[config.mk]
export PLATFORM = sky130hd
export DESIGN_NAME = onehot_grant_dispatcher
export DESIGN_NICKNAME = d
export VERILOG_FILES = /design/src/rtl/onehot_grant_dispatcher_pkg.sv /design/src/rtl/onehot_grant_dispatcher_fifo.sv /design/src/rtl/onehot_grant_dispatcher.sv
export SDC_FILE = /design/constraint.sdc
export NUM_CORES = 1
export LEC_CHECK = 0
export BUFFER_PORTS_ARGS = -buffer_cell sky130_fd_sc_hd__buf_4
export CELL_PAD_IN_SITES_DETAIL_PLACEMENT = 0
export CELL_PAD_IN_SITES_GLOBAL_PLACEMENT = 1
export CORE_MARGIN = 3
export CORE_UTILIZATION = 46
export CTS_CLUSTER_DIAMETER = 50
export DETAILED_ROUTE_END_ITERATION = 12
export GPL_ROUTABILITY_DRIVEN = 0
export PLACE_DENSITY_LB_ADDON = 0.2
export SETUP_SLACK_MARGIN = 0.15
export SYNTH_ARGS = -nofsm -noshare
export SYNTH_HDL_FRONTEND = slang
export SYNTH_HIERARCHICAL = 1
export SYNTH_SLANG_ARGS = --single-unit
[constraint.sdc]
create_clock -name clk -period 3.2 [get_ports clk]
set_clock_uncertainty 0.2 [all_clocks]
set_input_delay 0.32 -clock clk [delete_from_list [all_inputs] [get_ports clk]]
set_output_delay 0.32 -clock clk [all_outputs]
set_load 0.02 [all_outputs]
[src/rtl/onehot_grant_dispatcher_pkg.sv]
// Shared types and helpers for the one-hot grant dispatcher.
// Holds the FSM state encoding and the index-to-one-hot decode.
package onehot_grant_dispatcher_pkg;

  typedef enum logic [1:0] {
    IDLE  = 2'd0,
    GRANT = 2'd1,
    GAP   = 2'd2
  } state_t;

  // Binary index to one-hot; callers slice the low N bits (N <= 32).
  function automatic logic [31:0] onehot32(input logic [4:0] idx);
    return 32'd1 << idx;
  endfunction

endpackage

[src/rtl/onehot_grant_dispatcher_fifo.sv]
// Synchronous FIFO with occupancy count; pushes are refused when full and
// pops are refused when empty. Pointers wrap naturally (DEPTH power of two).
module sync_fifo #(
  parameter int W     = 3,
  parameter int DEPTH = 4
) (
  input  logic                         clk,
  input  logic                         reset,
  input  logic                         push,
  input  logic                         pop,
  input  logic [W-1:0]                 din,
  output logic [W-1:0]                 head,
  output logic [$clog2(DEPTH+1)-1:0]   level,
  output logic                         full,
  output logic                         empty
);

  localparam int LW = $clog2(DEPTH+1);
  localparam int PW = (DEPTH > 1) ? $clog2(DEPTH) : 1;

  logic [W-1:0]  mem [DEPTH];
  logic [PW-1:0] wr_ptr;
  logic [PW-1:0] rd_ptr;
  logic          do_push;
  logic          do_pop;

  assign full    = (level == LW'(DEPTH));
  assign empty   = (level == '0);
  assign do_push = push && !full;
  assign do_pop  = pop && !empty;
  assign head    = mem[rd_ptr];

  always_ff @(posedge clk) begin
    if (do_push) mem[wr_ptr] <= din;
  end

  always_ff @(posedge clk or posedge reset) begin
    if (reset) begin
      wr_ptr <= '0;
      rd_ptr <= '0;
      level  <= '0;
    end else begin
      if (do_push) wr_ptr <= wr_ptr + 1'b1;
      if (do_pop)  rd_ptr <= rd_ptr + 1'b1;
      case ({do_push, do_pop})
        2'b10:   level <= level + 1'b1;
        2'b01:   level <= level - 1'b1;
        default: level <= level;
      endcase
    end
  end

endmodule

[src/rtl/onehot_grant_dispatcher.sv]
// Buffers binary target indices and issues each as a registered one-hot
// grant held until ack or timeout, with one idle cycle between grants.
module onehot_grant_dispatcher
  import onehot_grant_dispatcher_pkg::*;
#(
  parameter int N     = 8,
  parameter int W     = 3,
  parameter int DEPTH = 4,
  parameter int TMO   = 16
) (
  input  logic                       clk,
  input  logic                       reset,
  input  logic                       in_valid,
  output logic                       in_ready,
  input  logic [W-1:0]               in_idx,
  input  logic                       ack,
  output logic [N-1:0]               gnt,
  output logic                       busy,
  output logic [$clog2(DEPTH+1)-1:0] level,
  output logic                       idx_err,
  output logic                       tmo_err
);

  localparam int            TW     = (TMO > 0) ? $clog2(TMO+1) : 1;
  localparam logic [W:0]    N_LIM  = (W+1)'(N);
  localparam logic [TW-1:0] T_LAST = TW'((TMO > 0) ? TMO-1 : 0);

  state_t        state;
  logic [TW-1:0] timer;
  logic [W-1:0]  head;
  logic          full;
  logic          empty;
  logic          accept;
  logic          idx_ok;
  logic          push;
  logic          pop;

  assign in_ready = !full;
  assign accept   = in_valid && in_ready;
  assign idx_ok   = ({1'b0, in_idx} < N_LIM);
  assign push     = accept && idx_ok;
  assign pop      = ((state == IDLE) || (state == GAP)) && !empty;
  assign busy     = (state != IDLE) || !empty;

  sync_fifo #(
    .W     (W),
    .DEPTH (DEPTH)
  ) u_fifo (
    .clk   (clk),
    .reset (reset),
    .push  (push),
    .pop   (pop),
    .din   (in_idx),
    .head  (head),
    .level (level),
    .full  (full),
    .empty (empty)
  );

  always_ff @(posedge clk or posedge reset) begin
    if (reset) begin
      state   <= IDLE;
      gnt     <= '0;
      timer   <= '0;
      idx_err <= 1'b0;
      tmo_err <= 1'b0;
    end else begin
      idx_err <= accept && !idx_ok;
      tmo_err <= 1'b0;
      case (state)
        // GAP shares the pop path with IDLE; gnt is already zero there.
        IDLE, GAP: begin
          if (pop) begin
            gnt   <= N'(onehot32(5'(head)));
            timer <= '0;
            state <= GRANT;
          end else begin
            state <= IDLE;
          end
        end
        GRANT: begin
          if (ack) begin
            gnt   <= '0;
            state <= GAP;
          end else if ((TMO != 0) && (timer == T_LAST)) begin
            gnt     <= '0;
            tmo_err <= 1'b1;
            state   <= GAP;
          end else if (timer != '1) begin
            timer <= timer + 1'b1;
          end
        end
        default: begin
          gnt   <= '0;
          state <= IDLE;
        end
      endcase
    end
  end

endmodule

==> flow_summary.toml <==
[synth]
synth_fa_ha_area_share_pct = 7.40
synth_edf_count = 12
synth_simple_gate_area_share_pct = 12.9
synth_compound_area_share_pct = 8.17
ys_ff_latch = 35
ys_seq_area_share_pct = 57.7
postSynthAreaPerCell_um2 = 13.4
ys_warn_count = 6
synthXorXnorAreaFrac_pct = 3.24
syn-instance-count = 121
async_flop_share_pct = 65.7
netlist-cell-type-count = 39
synth_fp_nets = 137
synthFlopType = "dfrtp_1"
synth_area_um2 = 1620
synthMuxAreaShare_pct = 6.32
synth_top_family_by_area = "simple AND/OR/NAND/NOR gates"

[placement]
io_buffers = 20
dpl.hpwl_mm = 2.01

[timing]
drv_slew = 0
worst_pin_slew_ns = 0.594
timing.setup.tns_ns = 0
min_period_ns = 2.66
slew_headroom_pct = 60.4
max_freq_mhz = 377
min_period_over_period_pct = 83.0
final-hold-violation-count = 0
setup_viol = 0
rsz0062_at_grt = "no"
hold_ws_ns = 0.275

[drt]
route.detailed.drc = 0
vias = 975
wl_per_cell_um = 13.8
viasPerCell = 5.00
first_pass_iters = 6
drtIter0Drc = 73
wirelength_mm = 2.69
postRouteAntennaNets = 0

[final_layout]
drive_gt1_share_pct = 26.5
area_growth_pct = 17.9
fillers = 289
final_nets = 166
antennaDiodeCount = 0
fin_util_pct = 59.7

[pwr]
p_sw_w = 0.000690
switching_share_pct = 39.3
total_leakage_power_nw = 0.865
clkPwrFrac_pct = 12.8
pwr_density_cell_nw_per_um2 = 919
vdd_drop_max_uv = 533
seqPwrFrac_pct = 42.4
power_frac_comb_pct = 44.7
internal-power_w = 0.00107
finalPower_w = 0.00176

[floorplanning]
io-pin-count = 22
dieHeight_um = 65.4
initial_utilization_pct = 50.7
num_rows = 20
die_area_um2 = 4280
die_w_um = 65.4
coreArea_um2 = 3200

[flow_run]
max-cap-violations = 0

[global_route]
grt_first_pass_wirelength_mm = 4.64
grt_usage_pct = 14.9
grt_pass1_vias = 1016
antenna_found_initial = 0
grt_max_degree = 17
grt_overflow_total = 0

[clock_network]
clockBufferDepth = 2
cts-root-buf = "clkbuf_4"
clk_pin_slew_ns = 0.10
cts_tree = "yes"
htree_levels = 2
clock_latency_ns = 0.33
cts_sinks = 35
numCtsBuffers = 5

[status]
status = "completed"

[worst_setup_path]
crit_path_start_kind = "register"
critPathRequiredTime_ns = 3.26
crit_path_end_kind = "register"
critPathMaxFanout = 6
crit_arrival_ns = 2.71
critPathKind = "register to register"

[worst_hold_path]
worstHoldPathType = "input port to async pin"
## cell usage in the layout (no fill, tap or decap), types with 2 or more instances in the layout
master          n
and2_1          2
nand2_1         4
o31ai_1         3
edfxtp_1       12
nor2_1          6
dfrtp_1        23
mux2i_1         2
a32o_1          2
and2_2          3
inv_1          13
xnor2_1         3
clkinv_2        3
nor2b_1         3
mux4_2          3
clkbuf_4        5
buf_4          20
ha_1            8
a22o_1          6
xor2_1          3
dlygate4sd3_1   5
or4_1           2
## cells by family (layout without fill, tap and decap cells)
family          count (synthesis)  count (layout)
compound gates                 16              16
xor+xnor                        6               6
fa+ha+maj                       9               9
buf+inv                        16              46
flops                          35              35
mux                             6               6
other cells                     1               1
simple gates                   32              32
## synth_stat cells (2+ instances only)
cell      number  area (µm²)
a22o_1         6        52.6
a32o_1         2        20.0
and2_1         2        12.5
and2_2         3        22.5
buf_2          2        10.0
dfrtp_1       23         576
edfxtp_1      12         360
ha_1           8         100
inv_1         13        48.8
mux2i_1        2        20.0
mux4_2         3        67.6
nand2_1        4        15.0
nor2_1         6        22.5
nor2b_1        3        18.8
o31ai_1        3        22.5
or4_1          2        15.0
xnor2_1        3        26.3
xor2_1         3        26.3
## registers in the layout, summed over array words and instances (netlist names)
| register | flops |
|---|---|
| u_fifo/rd_ptr | 2 |
| state | 2 |
| u_fifo/level | 3 |
| timer | 5 |
| tmo_err | 1 |
| u_fifo/wr_ptr | 2 |
| gnt | 8 |
| u_fifo/mem | 12 |
## critical path, stage by stage (launching register included)
cell and delay (ns):
dfrtp_1 0.50, nor3_1 0.13, or2_2 0.34, inv_1 0.17, o31a_2 0.22, ha_1 0.19, inv_1 0.06, fa_1 0.37
xor2_1 0.15, nor2_1 0.11, xor2_1 0.15
## layout make-up
type                    instances  area (µm²)  share of cell area [%]
inverters                      13        48.8                    2.55
multi-input cells              70         621                    32.4
clock buffers                   5        37.5                    1.96
repair buffers                 25         200                    10.5
well taps                      44        55.1                    2.88
flip-flops and latches         35         936                    48.9
clock inverters                 3        15.0                   0.785
## power by group through the flow
stage          logic [W]  registers [W]  clock network, W
2_1_floorplan   0.000517       0.000790                 0
3_3_place_gp    0.000765       0.000750                 0
3_5_place_dp    0.000784       0.000760                 0
4_1_cts         0.000794       0.000751          0.000236
5_1_grt         0.000867       0.000770          0.000258
6_report        0.000786       0.000746          0.000226
## per-stage QoR
stage,setup WS (ns),instances,instance area (µm²)
2_1_floorplan,0.690,121,1620
3_3_place_gp,0.600,182,1810
3_5_place_dp,0.561,182,1810
4_1_cts,0.530,195,1910
5_1_grt,0.358,195,1910
6_report,0.544,195,1910
## final timing paths
check / startpoint / end / slack, ns / depth (start not counted)
worst max-delay path: u_fifo/level[0]$_DFFE_PP0P_ / u_fifo/level[2]$_DFFE_PP0P_ / 0.54 / 10
worst min-delay path: reset / u_fifo/level[2]$_DFFE_PP0P_ / 0.28 / 3
worst max register to register: u_fifo/level[0]$_DFFE_PP0P_ / u_fifo/level[2]$_DFFE_PP0P_ / 0.54 / 10
worst min register to register: gnt[6]$_DFFE_PP0P_ / gnt[6]$_DFFE_PP0P_ / 0.31 / 1
max in group asynchronous: reset / gnt[4]$_DFFE_PP0P_ / 2.00 / 3
min in group clk: in_valid / u_fifo/wr_ptr[0]$_DFFE_PP0P_ / 0.30 / 4
## timing repair
item	4_1_cts	5_1_grt
hold endpoints to repair	36	0
hold buffers	5	0
gates resized for setup	0	0
buffers inserted	0	0
## metal layers
metal / vias up / GRT usage [%] / routed length, µm
met1: 465 / 17.5 / 1150
met4: 0 / 8.55 / 24
li1: 488 / - / -
met5: - / 0 / 0
met2: 20 / 23.8 / 1400
met3: 2 / 4.96 / 121
No activity file was read; power rests on OpenSTA's default activity.
